`src/rtl/aes_spi_sequencer_if.sv`:
```
`default_nettype none
// ============================================================================
// Module  : aes_spi_sequencer_if
// Brief   : SPI-frame and AES-core signal bundle for the AES/SPI sequencer.
// Revision: 1.0 - initial release
// ============================================================================
interface aes_spi_sequencer_if #(
    parameter int Nk = 4
);
    logic             spi_ready;
    logic             spi_cs;
    logic [127:0]     spi_message;
    logic [Nk*32-1:0] spi_key;
    logic [127:0]     spi_processed;
    logic [127:0]     core_data;
    logic [Nk*32-1:0] core_key;
    logic             core_start;
    logic             core_done;
    logic [127:0]     core_result;
    logic             busy;
    logic             result_valid;
    logic             overrun;
    logic             timeout_err;

    // Sequencer side
    modport master (
        input  spi_ready, spi_cs, spi_message, spi_key, core_done, core_result,
        output spi_processed, core_data, core_key, core_start,
               busy, result_valid, overrun, timeout_err
    );

    // SPI block / AES core side
    modport slave (
        output spi_ready, spi_cs, spi_message, spi_key, core_done, core_result,
        input  spi_processed, core_data, core_key, core_start,
               busy, result_valid, overrun, timeout_err
    );
endinterface
`default_nettype wire

```
`src/rtl/aes_spi_sequencer.sv`:
```
`default_nettype none
// ============================================================================
// Module  : aes_spi_sequencer
// Brief   : Latches SPI frames into the AES core, starts it, waits under a
//           watchdog and writes the ciphertext back when SPI is idle.
// Revision: 1.0 - initial release
// ============================================================================
module aes_spi_sequencer #(
    parameter int Nk      = 4,
    parameter int TIMEOUT = 64
) (
    input  wire                  clk,
    input  wire                  rst,
    aes_spi_sequencer_if.master  bus
);
    localparam int                c_WD_W    = $clog2(TIMEOUT + 1);
    localparam logic [c_WD_W-1:0] c_WD_LAST = c_WD_W'(TIMEOUT - 1);
    localparam logic [c_WD_W-1:0] c_WD_ONE  = c_WD_W'(1);

    typedef enum logic [2:0] {
        S_IDLE    = 3'd0,
        S_CAPTURE = 3'd1,
        S_START   = 3'd2,
        S_BUSY    = 3'd3,
        S_WAIT_CS = 3'd4,
        S_WRITE   = 3'd5
    } state_t;

    state_t             r_state;
    logic               r_ready_q;
    logic [c_WD_W-1:0]  r_wd;
    logic [127:0]       r_res;
    logic [127:0]       r_spi_processed;
    logic [127:0]       r_core_data;
    logic [Nk*32-1:0]   r_core_key;
    logic               r_result_valid;
    logic               r_overrun;
    logic               r_timeout_err;
    logic               w_frame_evt;

    assign w_frame_evt = bus.spi_ready & ~r_ready_q;

    always_ff @(posedge clk) begin
        if (rst) begin
            r_state         <= S_IDLE;
            r_ready_q       <= 1'b0;
            r_wd            <= '0;
            r_res           <= '0;
            r_spi_processed <= '0;
            r_core_data     <= '0;
            r_core_key      <= '0;
            r_result_valid  <= 1'b0;
            r_overrun       <= 1'b0;
            r_timeout_err   <= 1'b0;
        end else begin
            r_ready_q <= bus.spi_ready;
            // A frame arriving mid-operation is dropped; only the flag records it
            if (w_frame_evt && r_state != S_IDLE)
                r_overrun <= 1'b1;

            case (r_state)
                S_IDLE: begin
                    if (w_frame_evt) begin
                        r_core_data    <= bus.spi_message;
                        r_core_key     <= bus.spi_key;
                        r_result_valid <= 1'b0;
                        r_overrun      <= 1'b0;
                        r_timeout_err  <= 1'b0;
                        r_state        <= S_CAPTURE;
                    end
                end
                S_CAPTURE: r_state <= S_START;
                S_START: begin
                    r_wd    <= '0;
                    r_state <= S_BUSY;
                end
                S_BUSY: begin
                    r_wd <= r_wd + c_WD_ONE;
                    if (bus.core_done) begin
                        r_res   <= bus.core_result;
                        r_state <= bus.spi_cs ? S_WAIT_CS : S_WRITE;
                    end else if (r_wd == c_WD_LAST) begin
                        r_timeout_err <= 1'b1;
                        r_state       <= S_IDLE;
                    end
                end
                S_WAIT_CS: begin
                    if (!bus.spi_cs)
                        r_state <= S_WRITE;
                end
                S_WRITE: begin
                    r_spi_processed <= r_res;
                    r_result_valid  <= 1'b1;
                    r_state         <= S_IDLE;
                end
                default: r_state <= S_IDLE;
            endcase
        end
    end

    assign bus.core_start    = (r_state == S_START);
    assign bus.busy          = (r_state != S_IDLE);
    assign bus.spi_processed = r_spi_processed;
    assign bus.core_data     = r_core_data;
    assign bus.core_key      = r_core_key;
    assign bus.result_valid  = r_result_valid;
    assign bus.overrun       = r_overrun;
    assign bus.timeout_err   = r_timeout_err;
endmodule
`default_nettype wire

```
`src/flat_wrapper.sv`:
```
// flat-port wrapper written by rule: the top's interface ports become plain ports
module aes_spi_sequencer_flat 
#(
    parameter int Nk      = 4,
    parameter int TIMEOUT = 64
)
  (clk, rst, bus_spi_ready, bus_spi_cs, bus_spi_message, bus_spi_key, bus_core_done, bus_core_result, bus_spi_processed, bus_core_data, bus_core_key, bus_core_start, bus_busy, bus_result_valid, bus_overrun, bus_timeout_err);
  aes_spi_sequencer_if #(.Nk(Nk)) bus_i ();
  input  wire clk;
  input  wire rst;
  input wire logic [$bits(bus_i.spi_ready)-1:0] bus_spi_ready;
  input wire logic [$bits(bus_i.spi_cs)-1:0] bus_spi_cs;
  input wire logic [$bits(bus_i.spi_message)-1:0] bus_spi_message;
  input wire logic [$bits(bus_i.spi_key)-1:0] bus_spi_key;
  input wire logic [$bits(bus_i.core_done)-1:0] bus_core_done;
  input wire logic [$bits(bus_i.core_result)-1:0] bus_core_result;
  output wire logic [$bits(bus_i.spi_processed)-1:0] bus_spi_processed;
  output wire logic [$bits(bus_i.core_data)-1:0] bus_core_data;
  output wire logic [$bits(bus_i.core_key)-1:0] bus_core_key;
  output wire logic [$bits(bus_i.core_start)-1:0] bus_core_start;
  output wire logic [$bits(bus_i.busy)-1:0] bus_busy;
  output wire logic [$bits(bus_i.result_valid)-1:0] bus_result_valid;
  output wire logic [$bits(bus_i.overrun)-1:0] bus_overrun;
  output wire logic [$bits(bus_i.timeout_err)-1:0] bus_timeout_err;
  assign bus_i.spi_ready = bus_spi_ready;
  assign bus_i.spi_cs = bus_spi_cs;
  assign bus_i.spi_message = bus_spi_message;
  assign bus_i.spi_key = bus_spi_key;
  assign bus_i.core_done = bus_core_done;
  assign bus_i.core_result = bus_core_result;
  assign bus_spi_processed = bus_i.spi_processed;
  assign bus_core_data = bus_i.core_data;
  assign bus_core_key = bus_i.core_key;
  assign bus_core_start = bus_i.core_start;
  assign bus_busy = bus_i.busy;
  assign bus_result_valid = bus_i.result_valid;
  assign bus_overrun = bus_i.overrun;
  assign bus_timeout_err = bus_i.timeout_err;
  aes_spi_sequencer #(.Nk(Nk), .TIMEOUT(TIMEOUT)) u_core (.clk(clk), .rst(rst), .bus(bus_i));
endmodule
```
`config.mk`:
```
export PLATFORM = sky130hd
export DESIGN_NAME = aes_spi_sequencer_flat
export DESIGN_NICKNAME = d
export VERILOG_FILES = /design/src/rtl/aes_spi_sequencer_if.sv /design/src/rtl/aes_spi_sequencer.sv /design/src/flat_wrapper.sv
export SDC_FILE = /design/constraint.sdc
export NUM_CORES = 1
export LEC_CHECK = 0
export ABC_AREA = 1
export BUFFER_PORTS_ARGS = -buffer_cell sky130_fd_sc_hd__clkbuf_2
export CAP_MARGIN = 30
export CORE_AREA = 2 2 304 306
export CTS_BUF_LIST = sky130_fd_sc_hd__clkbuf_4 sky130_fd_sc_hd__clkbuf_8 sky130_fd_sc_hd__clkbuf_16
export CTS_CLUSTER_DIAMETER = 120
export DETAILED_ROUTE_END_ITERATION = 6
export DIE_AREA = 0 0 306 308
export PLACE_DENSITY = 0.39
export SYNTH_ARGS = -nofsm -noshare
export SYNTH_HDL_FRONTEND = slang
export SYNTH_SLANG_ARGS = --single-unit
```
`constraint.sdc`:
```
create_clock -name clk -period 1.3 [get_ports clk]
set_input_delay 0.195 -clock clk [delete_from_list [all_inputs] [get_ports clk]]
set_output_delay 0.195 -clock clk [all_outputs]
set_load 0.1 [all_outputs]
```
## Word level (Yosys, flattened, before mapping)

Cells that the tools add are included.

| cells by class | value |
|---|---|
| bitwise logic cells | 2 |
| multiplexer cells | 15 |
| reductions and logical operators | 11 |
| equality and inequality tests | 11 |
| $add $sub $neg | 1 |

Operator list:

| operator | number |
|---|---|
| case mux 3 bit (5 select lines) | 1 |
| case mux 7 bit (2 select lines) | 1 |
| two-way mux 3 bit | 4 |
| adder 7 x 1 -> 7 bit (second input constant) | 1 |
| equality test 7 x 6 -> 1 bit (second input constant) | 1 |
| two-way mux 1 bit | 7 |
| equality test 3 x 2 -> 1 bit (second input constant) | 2 |
| equality test 3 bit (second input constant) | 2 |
| AND reduction 2 bit | 3 |
| nonzero test 2 bit | 3 |
| inequality test 2 x 1 -> 1 bit (second input constant) | 2 |
| inequality test 2 bit (second input constant) | 2 |
| case mux 1 bit (2 select lines) | 2 |
| AND reduction 4 bit | 1 |
| equality test 3 x 1 -> 1 bit (second input constant) | 1 |
| zero test 3 bit | 1 |
| inequality test 3 x 2 -> 1 bit (second input constant) | 1 |
| AND reduction 3 bit | 1 |
| nonzero test 3 bit | 1 |
| bitwise AND 1 bit | 1 |
| logical AND 1 bit | 1 |
| inverter 1 bit | 1 |

| word-level totals | value |
|---|---|
| input bits | 389 |
| logic and storage cells | 50 |
| register bits | 526 |
| output and inout port bits | 389 |

## Longest topological paths before layout

Gate-level depths: netlist of run 1.

| depth | value |
|---|---|
| word-level depth | 6 |
| depth in mapped cells | 9 |
| depth with buffers taken out | 8 |

## Least setup slack after synthesis of run 1

No wires, ideal clock.

| timing | value |
|---|---|
| path type | flip-flop to flip-flop |
| start | register u_core.r_state[1] |
| end | register u_core.r_core_key[71], in the netlist u_core.bus.core_key[71] |
| buffers on the path | 2 |
| clock period less this slack | 1751 ps |
| cell stages (with the launch flop) | 9 |
| setup time | 118 ps |
| required time | 1182 ps |
| slack | -451 ps |
| data arrival time | 1633 ps |
| cell sequence | dfxtp_1 -> nor2_4 -> nand2_2 -> nor2_4 -> inv_2 -> buf_2 -> buf_2 -> nor2_1 -> nor2_1 |

| on the way | value |
|---|---|
| word-level cells in the longest chain between the ends | 2 |

Ends and longest elaborated chain:

| item | line | text |
|---|---|---|
| start, declared | aes_spi_sequencer.sv:29 | `state_t r_state;` |
| start signal, assigned | aes_spi_sequencer.sv:81 | `r_state <= bus.spi_cs ? S_WAIT_CS : S_WRITE;` |
| zero test 3 bit | aes_spi_sequencer.sv:61 | `case (r_state)` |
| AND reduction 2 bit (no source line) | n/a |  |
| end signal, assigned | aes_spi_sequencer.sv:65 | `r_core_key <= bus.spi_key;` |
| end, declared | aes_spi_sequencer.sv:35 | `logic [Nk*32-1:0] r_core_key;` |

No other way between the ends.
A chain may end at the register's enable or synchronous reset.

## Worst setup path after layout of run 1

| timing | value |
|---|---|
| start | register u_core.r_state[2] |
| end | output bus_core_start |

| on the way | value |
|---|---|
| word-level cells in the longest chain between the ends | 1 |

Ends and longest elaborated chain:

| item | line | text |
|---|---|---|
| equality test 3 x 2 -> 1 bit | aes_spi_sequencer.sv:101 | `assign bus.core_start = (r_state == S_START);` |
| end, declared | flat_wrapper.sv:20 | `output wire logic [$bits(bus_i.core_start)-1:0] bus_core_start;` |

No other way between the ends.

==> results.md, run 1 <==
- Die width: 306 um
- Vias per cell: 4.22
- Final Worst Setup Slack: -446 ps
- GRT Total Usage: 0.175
- Clock Skew: 20.3 ps
- Hold crit path type: in -> reg
- Distinct cells, synth: 18
- Peak supply drop: 0.975 mV
- Number of CTS-inserted buffers: 67
- Initial Util: 0.198
- Post-route ant nets: 0
- Final GP Congestion: 0.780
- TritonRoute pass-1 iters: 5
- CP Data Required Time: 1110 ps
- Synth warn: 0
- Synthesized Nets: 2583
- Setup repair after global routing missed its margin: yes
- Endpoints failing setup: 909
- Share of post-route cells with drive strength above 1: 0.496
- Register area share after synthesis: 0.586
- IO buf count: 777
- Dpl ws: -301 ps
- DRC: 0
- Max Transition Viols Final: 0
- Vias in the first global route: 21100
- Mapped cell area: 0.0180 mm2
- Switching fraction of total power: 0.371
- Clock Power Share: 0.317
- Sinks on Clock Net: 526
- Die H: 308 um
- Detailed Route WL: 88.3 mm
- Hold Vio Cnt, Final: 0
- Leakage: 16.9 nW
- Wirelength per Cell: 18.5 um
- Crit-path max FO: 3
- Final HPWL DP: 53.8 mm
- Violated checks: setup timing
- Status: complete, but fails checks
- Clock latency on the worst-skew pair: 620 ps
- Reg power frac: 0.311
- Internal: 38.2 mW
- Min Clock Period, post-route: 1750 ps
- Seq cells post-synth: 526
- Comb pwr share: 0.373
- Commonest non-fill, non-tap cells in the layout: 423 x dfxtp_1, 410 x buf_12, 388 x clkbuf_2
- Max clock buf depth: 3
- Crit path kind: reg -> out
- Commonest non-fill, non-tap cell in the layout: dfxtp_1
- Synthesized area per cell: 8.20 um2
- Row cnt: 111
- Sw power: 22.5 mW
- Critical path startpoint category: register
- Fmax achieved: 0.573 GHz
- First-pass GRT wire length: 126 mm
- Overflow after GRT: 0
- Reg clk slew, reported paths: 60 ps
- CTS tree: yes
- Initial drt markers: 895
- Nets: 3931
- Area delta synth->final: 130%
- Crit path DAT: 1550 ps
- Worst Tran Pin Value: 522 ps
- Power per cell area: 1470 mW/mm2
- Initial antenna violation count: 7
- Post-Syn Instances: 2193
- Num ports: 778
- Core Util, Final: 0.454
- Largest net degree at the start of global routing: 56
- Relative slew slack: 0.652
- WHS: 176 ps
- Die area: 0.0942 mm2
- H-tree levels: 3
- Via count: 20200
- Maxcap violations: 0
- Period Utilization, post-route: 1.34
- Cell at the root of the clock tree: clkbuf_16
- Nature of the critical path endpoint: primary output
- Core area: 0.0910 mm2
[registers in the layout (all words and copies together) (netlist names), named ones only]
register and cells:
u_core.r_state 3, u_core.bus.timeout_err 1, u_core.bus.core_key 128, u_core.r_wd 7, u_core.r_res 128, u_core.r_ready_q 1, u_core.bus.core_data 128, u_core.bus.spi_processed 128
u_core.bus.result_valid 1
[through the flow]
step | instances | instance area, um2 | total power [mW] | TNS [ps]
detailed placement | 4121 | 28100 | 35.4 | -92800
global placement | 4121 | 28100 | 35.4 | -78480
finish | 4777 | 41300 | 60.7 | -179440
global route | 4777 | 41300 | 62.8 | -235380
CTS | 4753 | 39700 | 60.6 | -187860
floorplan | 2193 | 18100 | 29.1 | -46030
[metal layers]
layer / track usage / wire, um / vias to the layer above / share of wire
li1: - / - / 9969 / -
met1: 0.193 / 34000 / 9390 / 0.38
met2: 0.306 / 44400 / 642 / 0.50
met3: 0.0613 / 6940 / 154 / 0.079
met4: 0.0672 / 3000 / 4 / 0.034
met5: 0 / 26 / - / 0.00029
[power groups by stage]
stage	Clock (mW)	Sequential (mW)	Combinational, mW
2_1_floorplan	0	26.4	2.61
3_3_place_gp	0	18.8	16.6
3_5_place_dp	0	18.8	16.6
4_1_cts	19.7	18.8	22.1
5_1_grt	20.3	19.0	23.5
6_report	19.2	18.9	22.6
[layout make-up]
type                            instances  area [um2]
Timing Repair Buffer                 1446       17500
Sequential cell                       526       10700
Clock inverter                         20         263
Inverter                              141         556
Fill cell                            8392       49600
Clock buffer                           94        2000
Timing Repair inverter                  1        20.0
Multi-Input combinational cell       1358        8760
Antenna cell                            5        12.5
Tap cell                             1186        1480
[worst paths after layout]
check,slack [ps],cells after the start,end,startpoint
max,-450,6,bus_core_start,u_core.r_state[2]
min reg2reg,440,2,u_core.bus.spi_processed[81],u_core.r_res[81]
max reg2reg,-400,11,u_core.bus.core_data[52],u_core.r_state[1]
min,180,7,u_core.bus.timeout_err,bus_spi_ready
[cell usage after synthesis]
library cell	n	area, um2
dfxtp_1	526	10500
nor2_1	524	1970
o21ai_0	367	1840
a21oi_1	269	1350
o21ai_1	148	741
inv_1	139	522
buf_2	105	526
clkbuf_1	64	240
nand2_1	26	97.6
nand3_1	10	50.1
nand2_2	3	18.8
nor2_4	3	33.8
buf_4	2	15.0
inv_2	2	7.51
nand3b_1	2	15.0
ha_1	1	12.5
nand4_1	1	6.26
o21bai_1	1	7.51
[logic make-up after synthesis]
logic type	after synthesis	share of synthesized area
flip-flops	526	0.586
buffers and inverters	312	0.0729
adder cells (fa/ha/maj)	1	0.000696
AND/OR/NAND/NOR	569	0.122
AO/OA/AOI/OAI	785	0.219
[worst max-delay path, cell delays in order, from the launching register on]
cell and delay [ps]:
dfxtp_2 320, buf_6 110, buf_6 110, nor2_4 80, nand2_2 70, inv_2 70, buf_12 170
[what timing repair did]
| action | CTS | global route |
|---|---|---|
| hold buffers | 387 | 0 |
| resized for setup | 1022 | 484 |
| gates cloned | 61 | 25 |
| endpoints found under the setup margin | 900 | 911 |
| buffers inserted | 73 | 35 |
| pin swaps | 88 | 146 |
| endpoints found under the hold margin | 394 | 0 |
(Power assumes the default switching activity.)
==> run 2, diff against run 1 <==
--- a/config.mk
+++ b/config.mk
@@ -8,12 +8,12 @@
 export ABC_AREA = 1
 export BUFFER_PORTS_ARGS = -buffer_cell sky130_fd_sc_hd__clkbuf_2
 export CAP_MARGIN = 30
-export CORE_AREA = 2 2 304 306
+export CORE_AREA = 10 10 294 296
 export CTS_BUF_LIST = sky130_fd_sc_hd__clkbuf_4 sky130_fd_sc_hd__clkbuf_8 sky130_fd_sc_hd__clkbuf_16
 export CTS_CLUSTER_DIAMETER = 120
 export DETAILED_ROUTE_END_ITERATION = 6
-export DIE_AREA = 0 0 306 308
-export PLACE_DENSITY = 0.39
+export DIE_AREA = 0 0 304 306
+export PLACE_DENSITY = 0.43
 export SYNTH_ARGS = -nofsm -noshare
 export SYNTH_HDL_FRONTEND = slang
 export SYNTH_SLANG_ARGS = --single-unit
==> results.md, run 2 (synthesis results as in run 1) <==
- Area delta synth->final: 123% (was 130%)
- Final GP Congestion: 0.782 (was 0.780)
- H-tree levels: 3 (unchanged)
- Vias per cell: 4.34 (was 4.22)
- Share of post-route cells with drive strength above 1: 0.423 (was 0.496)
- WHS: 345 ps (was 176 ps)
- Leakage: 16.5 nW (was 16.9 nW)
- Final HPWL DP: 60.3 mm (was 53.8 mm)
- CTS tree: yes (unchanged)
- Worst r2r src: u_core.r_state[0] (was u_core.r_state[1])
- R2R setup slack: -390 ps (was -400 ps)
- Post-route insts no fill: 4618 (was 4777)
- Hold Vio Cnt, Final: 0 (unchanged)
- Peak supply drop: 1.47 mV (was 0.975 mV)
- CP Data Required Time: 1110 ps (about the same)
- Setup tns final: -154280 ps (was -179440 ps)
- Endpoints failing setup: 912 (was 909)
- Max Transition Viols Final: 0 (unchanged)
- Final Worst Setup Slack: -406 ps (was -446 ps)
- Nature of the critical path endpoint: primary output (unchanged)
- Placed insts: 3975 (was 4121)
- Vias in the first global route: 21000 (was 21100)
- Commonest non-fill, non-tap cell in the layout: dfxtp_1 (unchanged)
- Crit path DAT: 1510 ps (was 1550 ps)
- Initial antenna violation count: 9 (was 7)
- Worst setup startpoint: u_core.r_state[2] (unchanged)
- Reg clk slew, reported paths: 60 ps (about the same)
- Power per cell area: 1490 mW/mm2 (was 1470 mW/mm2)
- Fmax achieved: 0.586 GHz (was 0.573 GHz)
- Hold crit path type: in -> reg (unchanged)
- CP Cell Sequence: buf_6, buf_6, nor2_4, nand2_2, inv_2, buf_12 (unchanged)
- Largest net degree at the start of global routing: 67 (was 56)
- Worst Tran Pin Value: 602 ps (was 522 ps)
- Commonest non-fill, non-tap cells in the layout: 519 x dfxtp_1, 436 x buf_12, 388 x clkbuf_2 (was 423 x dfxtp_1, 410 x buf_12, 388 x clkbuf_2)
- Critical path startpoint category: register (unchanged)
- Period Utilization, post-route: 1.31 (was 1.34)
- First-pass GRT wire length: 133 mm (was 126 mm)
- Core Util, Final: 0.500 (was 0.454)
- Post-route ant nets: 0 (unchanged)
- Overflow after GRT: 0 (unchanged)
- Placed Area: 0.0292 mm2 (was 0.0281 mm2)
- Wirelength per Cell: 20.2 um (was 18.5 um)
- Slowest stage cell, crit path: dfxtp_2 (unchanged)
- Die H: 306 um (was 308 um)
- Max clock buf depth: 3 (unchanged)
- Status: complete, but fails checks (unchanged)
- Number of CTS-inserted buffers: 66 (was 67)
- Clock Skew: 23.2 ps (was 20.3 ps)
- R2R depth: 10 (was 11)
- Sinks on Clock Net: 526 (unchanged)
- Via count: 20000 (was 20200)
- Detailed Route WL: 93.2 mm (was 88.3 mm)
- Die width: 304 um (was 306 um)
- Crit path to: bus_core_start (unchanged)
- Violated checks: setup timing (unchanged)
- Dpl ws: -244 ps (was -301 ps)
- DRC: 0 (unchanged)
- Cell at the root of the clock tree: clkbuf_16 (unchanged)
- Maxcap violations: 0 (unchanged)
- Relative slew slack: 0.599 (was 0.652)
- Most used cell, CP: buf_6 (unchanged)
- TritonRoute pass-1 iters: 5 (unchanged)
- GRT Total Usage: 0.186 (was 0.175)
- Crit-path max FO: 2 (was 3)
- Power Total: 59.9 mW (was 60.7 mW)
- Num ports: 778 (unchanged)
- Die area: 0.0930 mm2 (was 0.0942 mm2)
- Post-route cell area: 0.0401 mm2 (was 0.0413 mm2)
- Fillcell total: 7193 (was 8392)
- Core area: 0.0803 mm2 (was 0.0910 mm2)
- Clock latency on the worst-skew pair: 610 ps (was 620 ps)
- Initial Util: 0.224 (was 0.198)
- Setup repair after global routing missed its margin: yes (unchanged)
- Min Clock Period, post-route: 1710 ps (was 1750 ps)
- R2r endpoint: u_core.bus.core_key[6] (was u_core.bus.core_data[52])
- Crit path largest cell delay: 320 ps (about the same)
- Initial drt markers: 775 (was 895)
- Row cnt: 104 (was 111)
- Nets: 3898 (was 3931)
- Crit path kind: reg -> out (unchanged)
- IO buf count: 777 (unchanged)
==> run 2: changes by cell type in the layout (fill, tap and decap cells not counted), sizes merged <==
cell    previous run  this run
buf              649       612
bufinv             5         3
clkinv             8        11
inv              149       153
bufbuf             1         2
clkbuf           503       501
==> run 2: layout make-up <==
cell class / count / area (um2) / area share
Timing Repair Buffer: 1408 / 17500 / 0.437
Sequential cell: 526 / 10500 / 0.263
Multi-Input combinational cell: 1358 / 7810 / 0.195
Clock buffer: 94 / 1940 / 0.0484
Tap cell: 1060 / 1330 / 0.0331
Inverter: 141 / 566 / 0.0141
Clock inverter: 19 / 265 / 0.00661
Timing Repair inverter: 7 / 128 / 0.00318
Antenna cell: 5 / 12.5 / 0.000312
==> run 2: layer usage <==
| layer | track usage | vias to the layer above | share of wire |
|---|---|---|---|
| li1 | - | 9871 | - |
| met1 | 0.202 | 9381 | 0.38 |
| met2 | 0.325 | 626 | 0.50 |
| met3 | 0.0709 | 161 | 0.081 |
| met4 | 0.0691 | 6 | 0.034 |
| met5 | 0 | - | 0.00029 |
==> run 2: power breakdown <==
part           internal, mW  total (mW)  leakage (nW)  switching [mW]
Combinational          8.82        22.3          11.1            13.5
Sequential             17.5        18.8          4.29            1.34
Clock                  11.1        18.7          1.11            7.61
==> run 2: worst min path at each step <==
stage	start	endpoint	slack [ps]	depth (start not counted)
after global placement	bus_spi_key[91]	u_core.bus.core_key[91]	420	3
after global routing	bus_spi_key[36]	u_core.bus.core_key[36]	330	4
after detailed placement	bus_spi_message[25]	u_core.bus.core_data[25]	420	3
after CTS	bus_spi_ready	u_core.r_state[0]	270	8
after floorplan	bus_spi_ready	u_core.r_ready_q	300	2
final	bus_spi_message[25]	u_core.bus.core_data[25]	340	4
==> run 2: worst max-delay path, delay by kind of cell, from the launching register on <==
family	cells	cell delay, ps
DFF	1	320
and+or+nand+nor	2	140
buffers and inverters	4	460
==> run 2: repair_timing <==
| action | 4_1_cts | 5_1_grt |
|---|---|---|
| pin swaps | 58 | 131 |
| resized for setup | 401 | 439 |
| setup endpoints to repair | 901 | 913 |
| hold buffers | 387 | 0 |
| cloned | 59 | 23 |
| hold endpoints to repair | 388 | 0 |
| buffers inserted | 56 | 26 |
==> run 3, diff against run 2 <==
--- a/config.mk
+++ b/config.mk
@@ -6,14 +6,15 @@
 export NUM_CORES = 1
 export LEC_CHECK = 0
 export ABC_AREA = 1
-export BUFFER_PORTS_ARGS = -buffer_cell sky130_fd_sc_hd__clkbuf_2
-export CAP_MARGIN = 30
+export BUFFER_PORTS_ARGS = -buffer_cell sky130_fd_sc_hd__buf_2
+export CAP_MARGIN = 20
 export CORE_AREA = 10 10 294 296
 export CTS_BUF_LIST = sky130_fd_sc_hd__clkbuf_4 sky130_fd_sc_hd__clkbuf_8 sky130_fd_sc_hd__clkbuf_16
 export CTS_CLUSTER_DIAMETER = 120
 export DETAILED_ROUTE_END_ITERATION = 6
 export DIE_AREA = 0 0 304 306
 export PLACE_DENSITY = 0.43
+export SLEW_MARGIN = 20
 export SYNTH_ARGS = -nofsm -noshare
 export SYNTH_HDL_FRONTEND = slang
 export SYNTH_SLANG_ARGS = --single-unit
==> results.md, run 3 (synthesis results as in run 1) <==
- Status: complete, but fails checks (unchanged)
- Violated checks: setup timing (unchanged)
- Vias in the first global route: 20400 (was 21000)
- Placed insts: 3961 (was 3975)
- Fillcell total: 7020 (was 7193)
- Wirelength per Cell: 20.0 um (was 20.2 um)
- CP Cell Sequence: nor2_4, nand2_8, buf_6, nor2_4, buf_12, buf_12, buf_16, buf_12, buf_16, o21ai_1, nor2_1 (was buf_6, buf_6, nor2_4, nand2_2, inv_2, buf_12)
- Endpoints failing setup: 903 (was 912)
- Final GP Congestion: 0.795 (was 0.782)
- DRC: 0 (unchanged)
- Cell at the root of the clock tree: clkbuf_16 (unchanged)
- Sinks on Clock Net: 526 (unchanged)
- CP Data Required Time: 1840 ps (was 1110 ps)
- Critical path startpoint category: register (unchanged)
- Relative slew slack: 0.798 (was 0.599)
- Core area: 0.0803 mm2 (unchanged)
- Comb pwr share: 0.376 (was 0.373)
- Worst Path Buf+Inv: 6 (was 4)
- Worst r2r src: u_core.r_state[0] (unchanged)
- Crit path largest cell delay: 330 ps (was 320 ps)
- Overflow after GRT: 0 (unchanged)
- First-pass GRT wire length: 128 mm (was 133 mm)
- CTS tree: yes (unchanged)
- IO buf count: 777 (unchanged)
- Clock Skew: 10.7 ps (was 23.2 ps)
- TritonRoute pass-1 iters: 5 (unchanged)
- Largest net degree at the start of global routing: 61 (was 67)
- Max Transition Viols Final: 0 (unchanged)
- Final HPWL DP: 57.5 mm (was 60.3 mm)
- Die area: 0.0930 mm2 (unchanged)
- Row cnt: 104 (unchanged)
- Nature of the critical path endpoint: register (was primary output)
- Crit path DAT: 2300 ps (was 1510 ps)
- Via count: 20000 (about the same)
- Sw power: 21.9 mW (was 22.5 mW)
- R2R setup slack: -460 ps (was -390 ps)
- Most used cell, CP: buf_12 (was buf_6)
- Slowest stage cell, crit path: dfxtp_2 (unchanged)
- Setup repair after global routing missed its margin: yes (unchanged)
- Nets: 3830 (was 3898)
- Peak supply drop: 1.10 mV (was 1.47 mV)
- Initial Util: 0.224 (unchanged)
- Crit path kind: reg -> reg (was reg -> out)
- H-tree levels: 2 (was 3)
- Min Clock Period, post-route: 1760 ps (was 1710 ps)
- Commonest non-fill, non-tap cell in the layout: buf_12 (was dfxtp_1)
- Area delta synth->final: 119% (was 123%)
- Initial drt markers: 972 (was 775)
- Reg clk slew, reported paths: 70 ps (was 60 ps)
- Initial antenna violation count: 10 (was 9)
- Die width: 304 um (unchanged)
- Die H: 306 um (unchanged)
- Hold Vio Cnt, Final: 0 (unchanged)
- Crit-path max FO: 6 (was 2)
- Internal: 36.7 mW (was 37.4 mW)
- Vias per cell: 4.40 (was 4.34)
- Hold crit path type: in -> reg (unchanged)
- Period Utilization, post-route: 1.36 (was 1.31)
- Reg power frac: 0.322 (was 0.314)
- Final Worst Setup Slack: -464 ps (was -406 ps)
- Leakage: 16.0 nW (was 16.5 nW)
- Core Util, Final: 0.489 (was 0.500)
- Power per cell area: 1490 mW/mm2 (about the same)
- Detailed Route WL: 91.2 mm (was 93.2 mm)
- Worst setup startpoint: u_core.r_state[0] (was u_core.r_state[2])
- HP Start: bus_core_result[20] (was bus_spi_message[25])
- WHS: 48.3 ps (was 345 ps)
- Post-route insts no fill: 4554 (was 4618)
- Clock Power Share: 0.301 (was 0.313)
- Commonest non-fill, non-tap cells in the layout: 446 x buf_12, 388 x buf_2, 386 x dlygate4sd3_1 (was 519 x dfxtp_1, 436 x buf_12, 388 x clkbuf_2)
- Post-route ant nets: 0 (unchanged)
- Max clock buf depth: 3 (unchanged)
- Num ports: 778 (unchanged)
- Worst Tran Pin Value: 303 ps (was 602 ps)
- Fmax achieved: 0.567 GHz (was 0.586 GHz)
- Switching fraction of total power: 0.374 (was 0.375)
- Power Total: 58.6 mW (was 59.9 mW)
- Share of post-route cells with drive strength above 1: 0.435 (was 0.423)
- Maxcap violations: 0 (unchanged)
- Crit-path leading delay family: buffers and inverters (unchanged)
- Clock latency on the worst-skew pair: 620 ps (was 610 ps)
- GRT Total Usage: 0.175 (was 0.186)
- Dpl ws: -255 ps (was -244 ps)
- Number of CTS-inserted buffers: 61 (was 66)
-- run 3: cell types whose count changed in the layout (fill, tap and decap cells not counted), moves of 42 or more --
cell | previous run | this run
dfxtp_1 | 519 | 358
buf_2 | 1 | 388
nor2_4 | 99 | 144
dfxtp_2 | 3 | 165
clkbuf_2 | 388 | 0
o21ai_2 | 136 | 27
o21ai_0 | 207 | 314
nor2_1 | 337 | 295
-- run 3: per-layer routing --
metal  vias to the layer above  global-route usage  wire length (um)
met3                       196              0.0606              7230
met4                         4              0.0684              3610
met5                         -                   0                20
met1                      9388               0.194             34700
met2                       728               0.304             45700
li1                       9714                   -                 -
-- run 3: cell type report --
class | count | area, um2 | share of cell area
timing repair buffer | 1350 | 16900 | 0.430
timing repair inverter | 5 | 120 | 0.00306
clock inverter | 20 | 218 | 0.00554
tap | 1060 | 1330 | 0.0338
inverter | 141 | 566 | 0.0144
clock buffer | 90 | 1830 | 0.0466
sequential | 526 | 10700 | 0.274
multi-input combinational | 1355 | 7560 | 0.193
antenna | 7 | 17.5 | 0.000446
-- run 3: worst paths after layout --
kind,endpoint,depth (start not counted)
setup / recovery,u_core.bus.core_key[107],11
hold reg to reg,u_core.bus.spi_processed[16],2
setup reg to reg,u_core.bus.core_key[107],11
hold / removal,u_core.r_res[20],4
-- run 3: what timing repair did --
action | CTS | global route
gates cloned | 30 | 34
resized for setup | 953 | 432
endpoints found under the hold margin | 391 | 0
pin swaps | 10 | 62
hold buffers | 386 | 0
setup endpoints to repair | 897 | 909
setup buffers | 17 | 13
-- run 3: tightest hold or removal path: stages --
cell     delay [ps]
buf_2           110
o21ai_0         160
buf_4           110
a21oi_1          40
-- run 3: power groups by stage --
stage          logic (mW)  registers [mW]  clock network (mW)
2_1_floorplan        2.61            26.4                   0
3_3_place_gp         16.4            18.8                   0
6_report             22.1            18.9                17.6
5_1_grt              22.8            19.0                18.7
4_1_cts              20.2            18.8                18.1
3_5_place_dp         16.4            18.8                   0
-- run 3: metrics by stage --
step           cell area, um2  TNS [ps]
2_1_floorplan           18100    -46030
6_report                39300   -157530
3_5_place_dp            27200    -52860
5_1_grt                 39300   -231410
3_3_place_gp            27200    -47930
4_1_cts                 37100   -176600
